[src/rtl/opsum_drain_arb_pkg.sv]
// opsum_drain_arb_pkg
// Shared definitions for the opsum drain arbiter:
//   - NUM_FIFO_DEF / CNT_W_DEF : default FIFO count and tile word counter width
//   - DATA_W                   : width of one drained output word
//   - state_e                  : drain FSM state encoding
package opsum_drain_arb_pkg;

  localparam int NUM_FIFO_DEF = 4;
  localparam int CNT_W_DEF    = 16;
  localparam int DATA_W       = 32;

  typedef enum logic [2:0] {
    ST_IDLE = 3'd0,
    ST_CLR  = 3'd1,
    ST_ARB  = 3'd2,
    ST_CAP  = 3'd3,
    ST_SEND = 3'd4,
    ST_DONE = 3'd5
  } state_e;

endpackage

[src/rtl/opsum_drain_arb_rr.sv]
// rr_arbiter
// Round-robin grant: the search starts at ptr_i and wraps, lowest offset wins.
// Ports:
//   req_i       : request vector, one bit per requester
//   ptr_i       : index that has highest priority this cycle
//   gnt_o       : one-hot grant (all zero when no request)
//   gnt_idx_o   : binary index of the granted requester
//   gnt_valid_o : at least one request was granted
// N must be a power of two so the rotated index wraps by plain truncation.
module rr_arbiter #(
  parameter int N     = 4,
  parameter int IDX_W = $clog2(N)
) (
  input  logic [N-1:0]     req_i,
  input  logic [IDX_W-1:0] ptr_i,
  output logic [N-1:0]     gnt_o,
  output logic [IDX_W-1:0] gnt_idx_o,
  output logic             gnt_valid_o
);

  // rot_req[i] is the request of the requester i positions after the pointer.
  logic [N-1:0]     rot_req;
  logic [IDX_W-1:0] rot_idx [N];

  genvar gi;
  generate
    for (gi = 0; gi < N; gi++) begin : g_rot
      assign rot_idx[gi] = ptr_i + IDX_W'(gi);
      assign rot_req[gi] = req_i[rot_idx[gi]];
    end
  endgenerate

  // Scan from the far end so the smallest offset is the one left standing.
  always_comb begin
    gnt_o       = '0;
    gnt_idx_o   = '0;
    gnt_valid_o = 1'b0;
    for (int i = N - 1; i >= 0; i--) begin
      if (rot_req[i]) begin
        gnt_valid_o = 1'b1;
        gnt_idx_o   = rot_idx[i];
      end
    end
    if (gnt_valid_o) begin
      gnt_o[gnt_idx_o] = 1'b1;
    end
  end

endmodule

[src/rtl/opsum_drain_arb.sv]
// opsum_drain_arb
// Drains a tile of output words from NUM_FIFO opsum FIFOs, round-robin, onto a
// single valid/ready word stream.
// Ports:
//   clk, rst                 : clock, asynchronous active-high reset
//   start_i                  : start a tile (ignored unless idle)
//   pack32_i, tile_words_i   : pop width and tile length, sampled on start
//   fifo_full_i/empty_i      : per-FIFO status flags
//   fifo_data_i              : per-FIFO registered pop data, FIFO k at [32k+31:32k]
//   fifo_pop_en_o            : one-hot pop strobe
//   fifo_pop_mod_o           : pop width to all FIFOs (latched pack32)
//   fifo_reset_o             : one-cycle synchronous clear at tile start
//   out_valid_o/ready_i      : downstream handshake
//   out_data_o, out_src_o    : word and the FIFO it came from
//   busy_o, done_o           : tile in progress, tile-complete pulse
//   stall_cnt_o              : only with OPSUM_DRAIN_ARB_PERF_EN; saturating count of
//                              SEND cycles where the consumer was not ready
module opsum_drain_arb
  import opsum_drain_arb_pkg::*;
#(
  parameter int NUM_FIFO = NUM_FIFO_DEF,
  parameter int CNT_W    = CNT_W_DEF
) (
  input  logic                         clk,
  input  logic                         rst,
  input  logic                         start_i,
  input  logic                         pack32_i,
  input  logic [CNT_W-1:0]             tile_words_i,
  input  logic [NUM_FIFO-1:0]          fifo_full_i,
  input  logic [NUM_FIFO-1:0]          fifo_empty_i,
  input  logic [NUM_FIFO*DATA_W-1:0]   fifo_data_i,
  output logic [NUM_FIFO-1:0]          fifo_pop_en_o,
  output logic                         fifo_pop_mod_o,
  output logic                         fifo_reset_o,
  output logic                         out_valid_o,
  input  logic                         out_ready_i,
  output logic [DATA_W-1:0]            out_data_o,
  output logic [$clog2(NUM_FIFO)-1:0]  out_src_o,
  output logic                         busy_o,
  output logic                         done_o
`ifdef OPSUM_DRAIN_ARB_PERF_EN
  ,
  output logic [31:0]                  stall_cnt_o
`endif
);

  localparam int IDX_W = $clog2(NUM_FIFO);

  state_e             state_q, state_d;
  logic               pack32_q, pack32_d;
  logic [CNT_W-1:0]   tile_q, tile_d;
  logic [CNT_W-1:0]   cnt_q, cnt_d;
  logic [CNT_W-1:0]   cnt_inc;
  logic [IDX_W-1:0]   ptr_q, ptr_d;
  logic [IDX_W-1:0]   src_q, src_d;
  logic [DATA_W-1:0]  data_q, data_d;

  logic [NUM_FIFO-1:0] elig;
  logic [NUM_FIFO-1:0] gnt;
  logic [IDX_W-1:0]    gnt_idx;
  logic                gnt_valid;
  logic [DATA_W-1:0]   fifo_word [NUM_FIFO];

  genvar gi;
  generate
    for (gi = 0; gi < NUM_FIFO; gi++) begin : g_word
      assign fifo_word[gi] = fifo_data_i[gi*DATA_W +: DATA_W];
    end
  endgenerate

  // A 32-bit pop needs two 16-bit entries, so only a full FIFO qualifies.
  assign elig = pack32_q ? fifo_full_i : ~fifo_empty_i;

  rr_arbiter #(
    .N     (NUM_FIFO),
    .IDX_W (IDX_W)
  ) u_rr (
    .req_i       (elig),
    .ptr_i       (ptr_q),
    .gnt_o       (gnt),
    .gnt_idx_o   (gnt_idx),
    .gnt_valid_o (gnt_valid)
  );

  assign cnt_inc = cnt_q + CNT_W'(1);

  always_comb begin
    state_d  = state_q;
    pack32_d = pack32_q;
    tile_d   = tile_q;
    cnt_d    = cnt_q;
    ptr_d    = ptr_q;
    src_d    = src_q;
    data_d   = data_q;
    case (state_q)
      ST_IDLE: begin
        if (start_i) begin
          state_d  = ST_CLR;
          pack32_d = pack32_i;
          tile_d   = tile_words_i;
          cnt_d    = '0;
        end
      end
      ST_CLR: begin
        ptr_d   = '0;
        state_d = (tile_q == '0) ? ST_DONE : ST_ARB;
      end
      ST_ARB: begin
        if (gnt_valid) begin
          src_d   = gnt_idx;
          ptr_d   = gnt_idx + IDX_W'(1);
          state_d = ST_CAP;
        end
      end
      ST_CAP: begin
        // FIFO pop data is registered, so it is valid the cycle after the strobe.
        data_d  = fifo_word[src_q];
        state_d = ST_SEND;
      end
      ST_SEND: begin
        if (out_ready_i) begin
          cnt_d   = cnt_inc;
          state_d = (cnt_inc == tile_q) ? ST_DONE : ST_ARB;
        end
      end
      ST_DONE: state_d = ST_IDLE;
      default: state_d = ST_IDLE;
    endcase
  end

  always_ff @(posedge clk or posedge rst) begin
    if (rst) begin
      state_q  <= ST_IDLE;
      pack32_q <= 1'b0;
      tile_q   <= '0;
      cnt_q    <= '0;
      ptr_q    <= '0;
      src_q    <= '0;
      data_q   <= '0;
    end else begin
      state_q  <= state_d;
      pack32_q <= pack32_d;
      tile_q   <= tile_d;
      cnt_q    <= cnt_d;
      ptr_q    <= ptr_d;
      src_q    <= src_d;
      data_q   <= data_d;
    end
  end

  assign fifo_pop_en_o  = (state_q == ST_ARB) ? gnt : '0;
  assign fifo_pop_mod_o = pack32_q;
  assign fifo_reset_o   = (state_q == ST_CLR);
  assign out_valid_o    = (state_q == ST_SEND);
  assign out_data_o     = data_q;
  assign out_src_o      = src_q;
  assign busy_o         = (state_q != ST_IDLE);
  assign done_o         = (state_q == ST_DONE);

`ifdef OPSUM_DRAIN_ARB_PERF_EN
  logic [31:0] stall_q, stall_d;

  always_comb begin
    stall_d = stall_q;
    if (state_q == ST_CLR) begin
      stall_d = '0;
    end else if (state_q == ST_SEND && !out_ready_i && stall_q != '1) begin
      stall_d = stall_q + 32'd1;
    end
  end

  always_ff @(posedge clk or posedge rst) begin
    if (rst) stall_q <= '0;
    else     stall_q <= stall_d;
  end

  assign stall_cnt_o = stall_q;
`endif

endmodule

[config.mk]
export PLATFORM = sky130hd
export DESIGN_NAME = opsum_drain_arb
export DESIGN_NICKNAME = d
export VERILOG_FILES = /design/src/rtl/opsum_drain_arb_pkg.sv /design/src/rtl/opsum_drain_arb_rr.sv /design/src/rtl/opsum_drain_arb.sv
export SDC_FILE = /design/constraint.sdc
export NUM_CORES = 1
export LEC_CHECK = 0
export BUFFER_PORTS_ARGS = -buffer_cell sky130_fd_sc_hd__buf_2
export CAP_MARGIN = 0
export CORE_UTILIZATION = 48
export DETAILED_ROUTE_END_ITERATION = 8
export HOLD_SLACK_MARGIN = 0.03
export PLACE_DENSITY_LB_ADDON = 0.1
export SKIP_CTS_REPAIR_TIMING = 1
export SYNTH_ARGS = -nofsm -noshare
export SYNTH_HDL_FRONTEND = slang
export SYNTH_SLANG_ARGS = --single-unit
[constraint.sdc]
create_clock -name clk -period 3 [get_ports clk]
set_input_delay 0.45 -clock clk [delete_from_list [all_inputs] [get_ports clk]]
set_output_delay 0.45 -clock clk [all_outputs]
set_load 0.005 [all_outputs]
==> impl_table.tex <==
\begin{tabular}{lr}
\hline
Metric & Value \\
\hline
\multicolumn{2}{l}{\textbf{Status}} \\
\quad Result of the run & complete, no violations \\
\multicolumn{2}{l}{\textbf{Timing}} \\
\quad Transition time at the pin with the least slew margin & 1080 ps \\
\quad Hold Violations, Final & 0 \\
\quad Period Utilization, post-route & 94.0\% \\
\quad Pins over their slew limit & 0 \\
\quad Worst clock skew & 19.1 ps \\
\quad Maximum achievable frequency & 0.355 GHz \\
\quad Final critical path time including I/O delays and setup & 2820 ps \\
\quad Final count of negative-setup-slack endpoints & 0 \\
\quad Sum of negative setup slack & 0 ps \\
\quad Worst max-slew margin expressed relative to the limit & 27.8\% \\
\quad Minimum setup slack in the final design & 180 ps \\
\multicolumn{2}{l}{\textbf{Worst setup path}} \\
\quad Element type at the critical path start & flip-flop \\
\quad Cell family with the largest share of critical-path delay & multiplexers \\
\quad Cells on worst reg2reg path & 5 \\
\quad Category of the critical setup timing path & reg2out \\
\quad Critical path's largest stage delay & 450 ps \\
\quad FF-to-FF End & cnt\_q[9]\$\_DFFE\_PP0P\_ \\
\quad Last element of the critical path & fifo\_pop\_en\_o[1] \\
\quad Startpoint of the worst setup timing path & ptr\_q[0]\$\_DFFE\_PP0P\_ \\
\quad Crit end category & primary output \\
\quad Critical Path AT & 2370 ps \\
\quad Critical path depth & 8 \\
\quad Worst setup slack for register-to-register paths & 680 ps \\
\quad Worst reg2reg path startpoint & state\_q[2]\$\_DFFE\_PP0P\_ \\
\quad Worst path buffer plus inverter count & 1 \\
\quad Cell chain of the critical path & mux2\_2 -> mux2i\_2 -> nor3\_1 -> o21ai\_0 -> nand3\_1 -> ha\_1 -> and2\_1 -> buf\_2 \\
\quad Data required, critical path & 2550 ps \\
\quad Crit Path Max Fanout & 8 \\
\quad Cell with the largest stage delay on the worst path & sky130\_fd\_sc\_hd\_\_dfrtp\_2 \\
\multicolumn{2}{l}{\textbf{Floorplan}} \\
\quad Number of top-level design ports & 200 \\
\quad Initial standard-cell utilization of the core & 49.7\% \\
\quad Area of the die & 10000 um\^{}2 \\
\quad Rows & 35 \\
\quad Horizontal extent of the die & 100 um \\
\quad Placeable core region & 9280 um\^{}2 \\
\quad Height of the die & 100 um \\
\multicolumn{2}{l}{\textbf{Place}} \\
\quad IO buf count & 199 \\
\quad Pre-CTS setup slack & 386 ps \\
\quad Detailed placer's ending HPWL & 8800 um \\
\quad Routability-driven placement congestion ratio & 0.890 \\
\multicolumn{2}{l}{\textbf{Power and ir drop}} \\
\quad Combinational fraction of design power & 48.3\% \\
\quad Clock group share of total power & 17.6\% \\
\quad Share of power burned in registers & 34.1\% \\
\quad Internal & 3.44 mW \\
\quad Proportion of total power due to net switching & 34.8\% \\
\quad Static Leak & 2.75 nW \\
\quad Power per standard cell area & 893 nW/um\^{}2 \\
\quad IR drop worst, VDD & 0.000457 V \\
\quad P\_sw & 1.84 mW \\
\multicolumn{2}{l}{\textbf{Synthesis}} \\
\quad Post-synthesis net count & 540 \\
\quad Post-Synthesis Mean Instance Area & 12.2 um\^{}2 \\
\quad Yosys warning count & 0 \\
\quad Number of synthesized register bits & 72 \\
\quad Top-area cell type share of the netlist area & 39.0\% \\
\quad Async set-reset flop share out of synthesis & 100\% \\
\quad Library cell occupying the most area in the post-synthesis netlist & sky130\_fd\_sc\_hd\_\_dfrtp\_1 \\
\quad Number of enable flip-flop cells after synthesis & 0 \\
\quad Sequential cell area fraction in the yosys report & 39.0\% \\
\quad Most common library cells after synthesis & 72 x sky130\_fd\_sc\_hd\_\_dfrtp\_1, 52 x sky130\_fd\_sc\_hd\_\_mux2\_2, 32 x sky130\_fd\_sc\_hd\_\_mux4\_2, 22 x sky130\_fd\_sc\_hd\_\_o21ai\_0, 16 x sky130\_fd\_sc\_hd\_\_nor2\_1 \\
\quad Library cells used by synthesis & 60 \\
\quad Flip-flop cell with the highest count after synthesis & sky130\_fd\_sc\_hd\_\_dfrtp\_1 \\
\quad Cell types occupying the most area after synthesis & sky130\_fd\_sc\_hd\_\_dfrtp\_1 39\%, sky130\_fd\_sc\_hd\_\_mux4\_2 16\%, sky130\_fd\_sc\_hd\_\_mux2\_2 13\% \\
\quad Number of cells produced by synthesis & 378 \\
\quad Most common cell in the netlist & sky130\_fd\_sc\_hd\_\_dfrtp\_1 \\
\quad Mapped cell area & 4620 um\^{}2 \\
\multicolumn{2}{l}{\textbf{Clock tree}} \\
\quad Sinks on Clock Net & 72 \\
\quad Number of buffers created by CTS & 9 \\
\quad Clk Latency, worst-skew pair & 340 ps \\
\quad Number of H-tree levels & 3 \\
\quad Maximum count of clock buffers along a single path & 2 \\
\quad TritonCTS clock tree & yes \\
\quad Clock transition time at the flip-flop clock pins of the worst setup and hold paths & 90 ps \\
\quad Root cell of the clock tree & sky130\_fd\_sc\_hd\_\_clkbuf\_8 \\
\multicolumn{2}{l}{\textbf{Global routing}} \\
\quad Aggregate global routing overflow & 0 \\
\quad Global-route wire length before repair & 18000 um \\
\quad Largest net degree at the start of global routing & 73 \\
\quad Total routing usage reported by global routing & 23.2\% \\
\quad Number of global-route vias before repair & 3684 \\
\quad Number of antenna violations at the first check in global routing & 0 \\
\multicolumn{2}{l}{\textbf{Run}} \\
\quad Total of max-cap violations & 0 \\
\multicolumn{2}{l}{\textbf{Layout}} \\
\quad Area growth from synthesis to final layout & 28.0\% \\
\quad Final core utilization & 63.7\% \\
\quad Antenna diode instance count & 0 \\
\quad Post-layout nets & 730 \\
\quad Proportion of layout cells with a drive suffix above 1 & 57.4\% \\
\multicolumn{2}{l}{\textbf{Drt}} \\
\quad Number of DRC markers after the initial detailed-route iteration & 150 \\
\quad Via count & 3812 \\
\quad First-pass iteration count of the detailed router & 5 \\
\quad Post-detailed-route wirelength per cell & 16.2 um \\
\quad Vias per cell & 5.43 \\
\quad Remaining design rule violation count & 0 \\
\quad Antenna-violating nets left & 0 \\
\quad Total length of routed wires & 11300 um \\
\multicolumn{2}{l}{\textbf{Min path}} \\
\quad Hold path startpoint & tile\_words\_i[12] \\
\quad Class of the most critical hold timing path & in2reg \\
\hline
\end{tabular}
-- cell families after synthesis --
logic type / synth area share, %
AO/OA/AOI/OAI: 8.02
XOR/XNOR: 4.74
adder cells (fa/ha/maj): 1.35
buffers and inverters: 4.66
flip-flops: 39.0
multiplexers: 30.9
AND/OR/NAND/NOR: 11.3
-- per-layer routing --
layer  routed length (um)  vias to the layer above  GRT usage (%)
met2                 5630                      153           38.6
li1                     -                     1812              -
met4                  180                        0           7.58
met5                    0                        -              0
met1                 4760                     1831           30.8
met3                  770                       16           4.25
-- flip-flops by register name, indices dropped and copies added, names as in the netlist --
| signal | flops |
|---|---|
| state_q | 3 |
| cnt_q | 16 |
| out_src_o | 2 |
| ptr_q | 2 |
| out_data_o | 32 |
| fifo_pop_mod_o | 1 |
| tile_q | 16 |
-- how the worst min path moves through the flow --
stage                     depth (start not counted)                         to  slack [ps]
after floorplan                                   1      cnt_q[15]$_DFFE_PP0P_         470
after global placement                            1  out_data_o[5]$_DFFE_PP0P_         470
after detailed placement                          1  out_data_o[5]$_DFFE_PP0P_         480
after CTS                                         2     tile_q[12]$_DFFE_PP0P_         320
after global routing                              2     tile_q[15]$_DFFE_PP0P_         330
final                                             2     tile_q[12]$_DFFE_PP0P_         330
-- area by class of cell --
type | count | area [um^2]
sequential | 72 | 1800
multi-input combinational | 269 | 2610
inverter | 9 | 33.8
clock buffer | 11 | 141
clock inverter | 5 | 104
tap | 129 | 161
timing repair buffer | 207 | 1060
fill | 814 | 3370
-- power by group through the flow --
stage | combinational [mW] | clock [mW] | sequential [mW]
after global placement | 2.46 | 0 | 1.80
after detailed placement | 2.53 | 0 | 1.82
after floorplan | 1.95 | 0 | 1.64
after global routing | 2.79 | 0.991 | 1.88
after CTS | 2.53 | 0.949 | 1.80
final | 2.55 | 0.930 | 1.80
-- layout by cell type (no fill, tap or decap), types with 3 or more instances in the layout --
| master | netlist | routed |
|---|---|---|
| sky130_fd_sc_hd__buf_2 | 6 | 199 |
| sky130_fd_sc_hd__inv_1 | 9 | 8 |
| sky130_fd_sc_hd__a31oi_1 | 3 | 3 |
| sky130_fd_sc_hd__bufinv_16 | 0 | 3 |
| sky130_fd_sc_hd__xnor2_1 | 15 | 15 |
| sky130_fd_sc_hd__clkbuf_8 | 2 | 10 |
| sky130_fd_sc_hd__mux4_2 | 32 | 32 |
| sky130_fd_sc_hd__nor3b_1 | 3 | 3 |
| sky130_fd_sc_hd__ha_1 | 5 | 5 |
| sky130_fd_sc_hd__dfrtp_1 | 72 | 70 |
| sky130_fd_sc_hd__nand4_1 | 5 | 5 |
| sky130_fd_sc_hd__nor3_1 | 5 | 5 |
| sky130_fd_sc_hd__buf_4 | 1 | 8 |
| sky130_fd_sc_hd__mux2_2 | 52 | 52 |
| sky130_fd_sc_hd__a21oi_1 | 8 | 8 |
| sky130_fd_sc_hd__nand2_1 | 13 | 13 |
| sky130_fd_sc_hd__mux2i_1 | 11 | 9 |
| sky130_fd_sc_hd__nand3_1 | 9 | 9 |
| sky130_fd_sc_hd__nor2_1 | 16 | 16 |
| sky130_fd_sc_hd__and3_1 | 4 | 4 |
| sky130_fd_sc_hd__and2_1 | 8 | 8 |
| sky130_fd_sc_hd__nor4_1 | 5 | 5 |
| sky130_fd_sc_hd__o21ai_0 | 22 | 22 |
| sky130_fd_sc_hd__o31ai_1 | 8 | 8 |
| sky130_fd_sc_hd__xor2_1 | 7 | 7 |
-- metrics by stage --
| step | power, mW | hold WS (ps) | cell area [um^2] | std cells |
|---|---|---|---|---|
| floorplan | 3.60 | 466 | 4620 | 378 |
| global placement | 4.26 | 473 | 5630 | 683 |
| detailed placement | 4.35 | 479 | 5630 | 683 |
| CTS | 5.29 | 320 | 5880 | 699 |
| global route | 5.66 | 329 | 5910 | 702 |
| finish | 5.28 | 333 | 5910 | 702 |
Power figures use the tool's default switching activity.
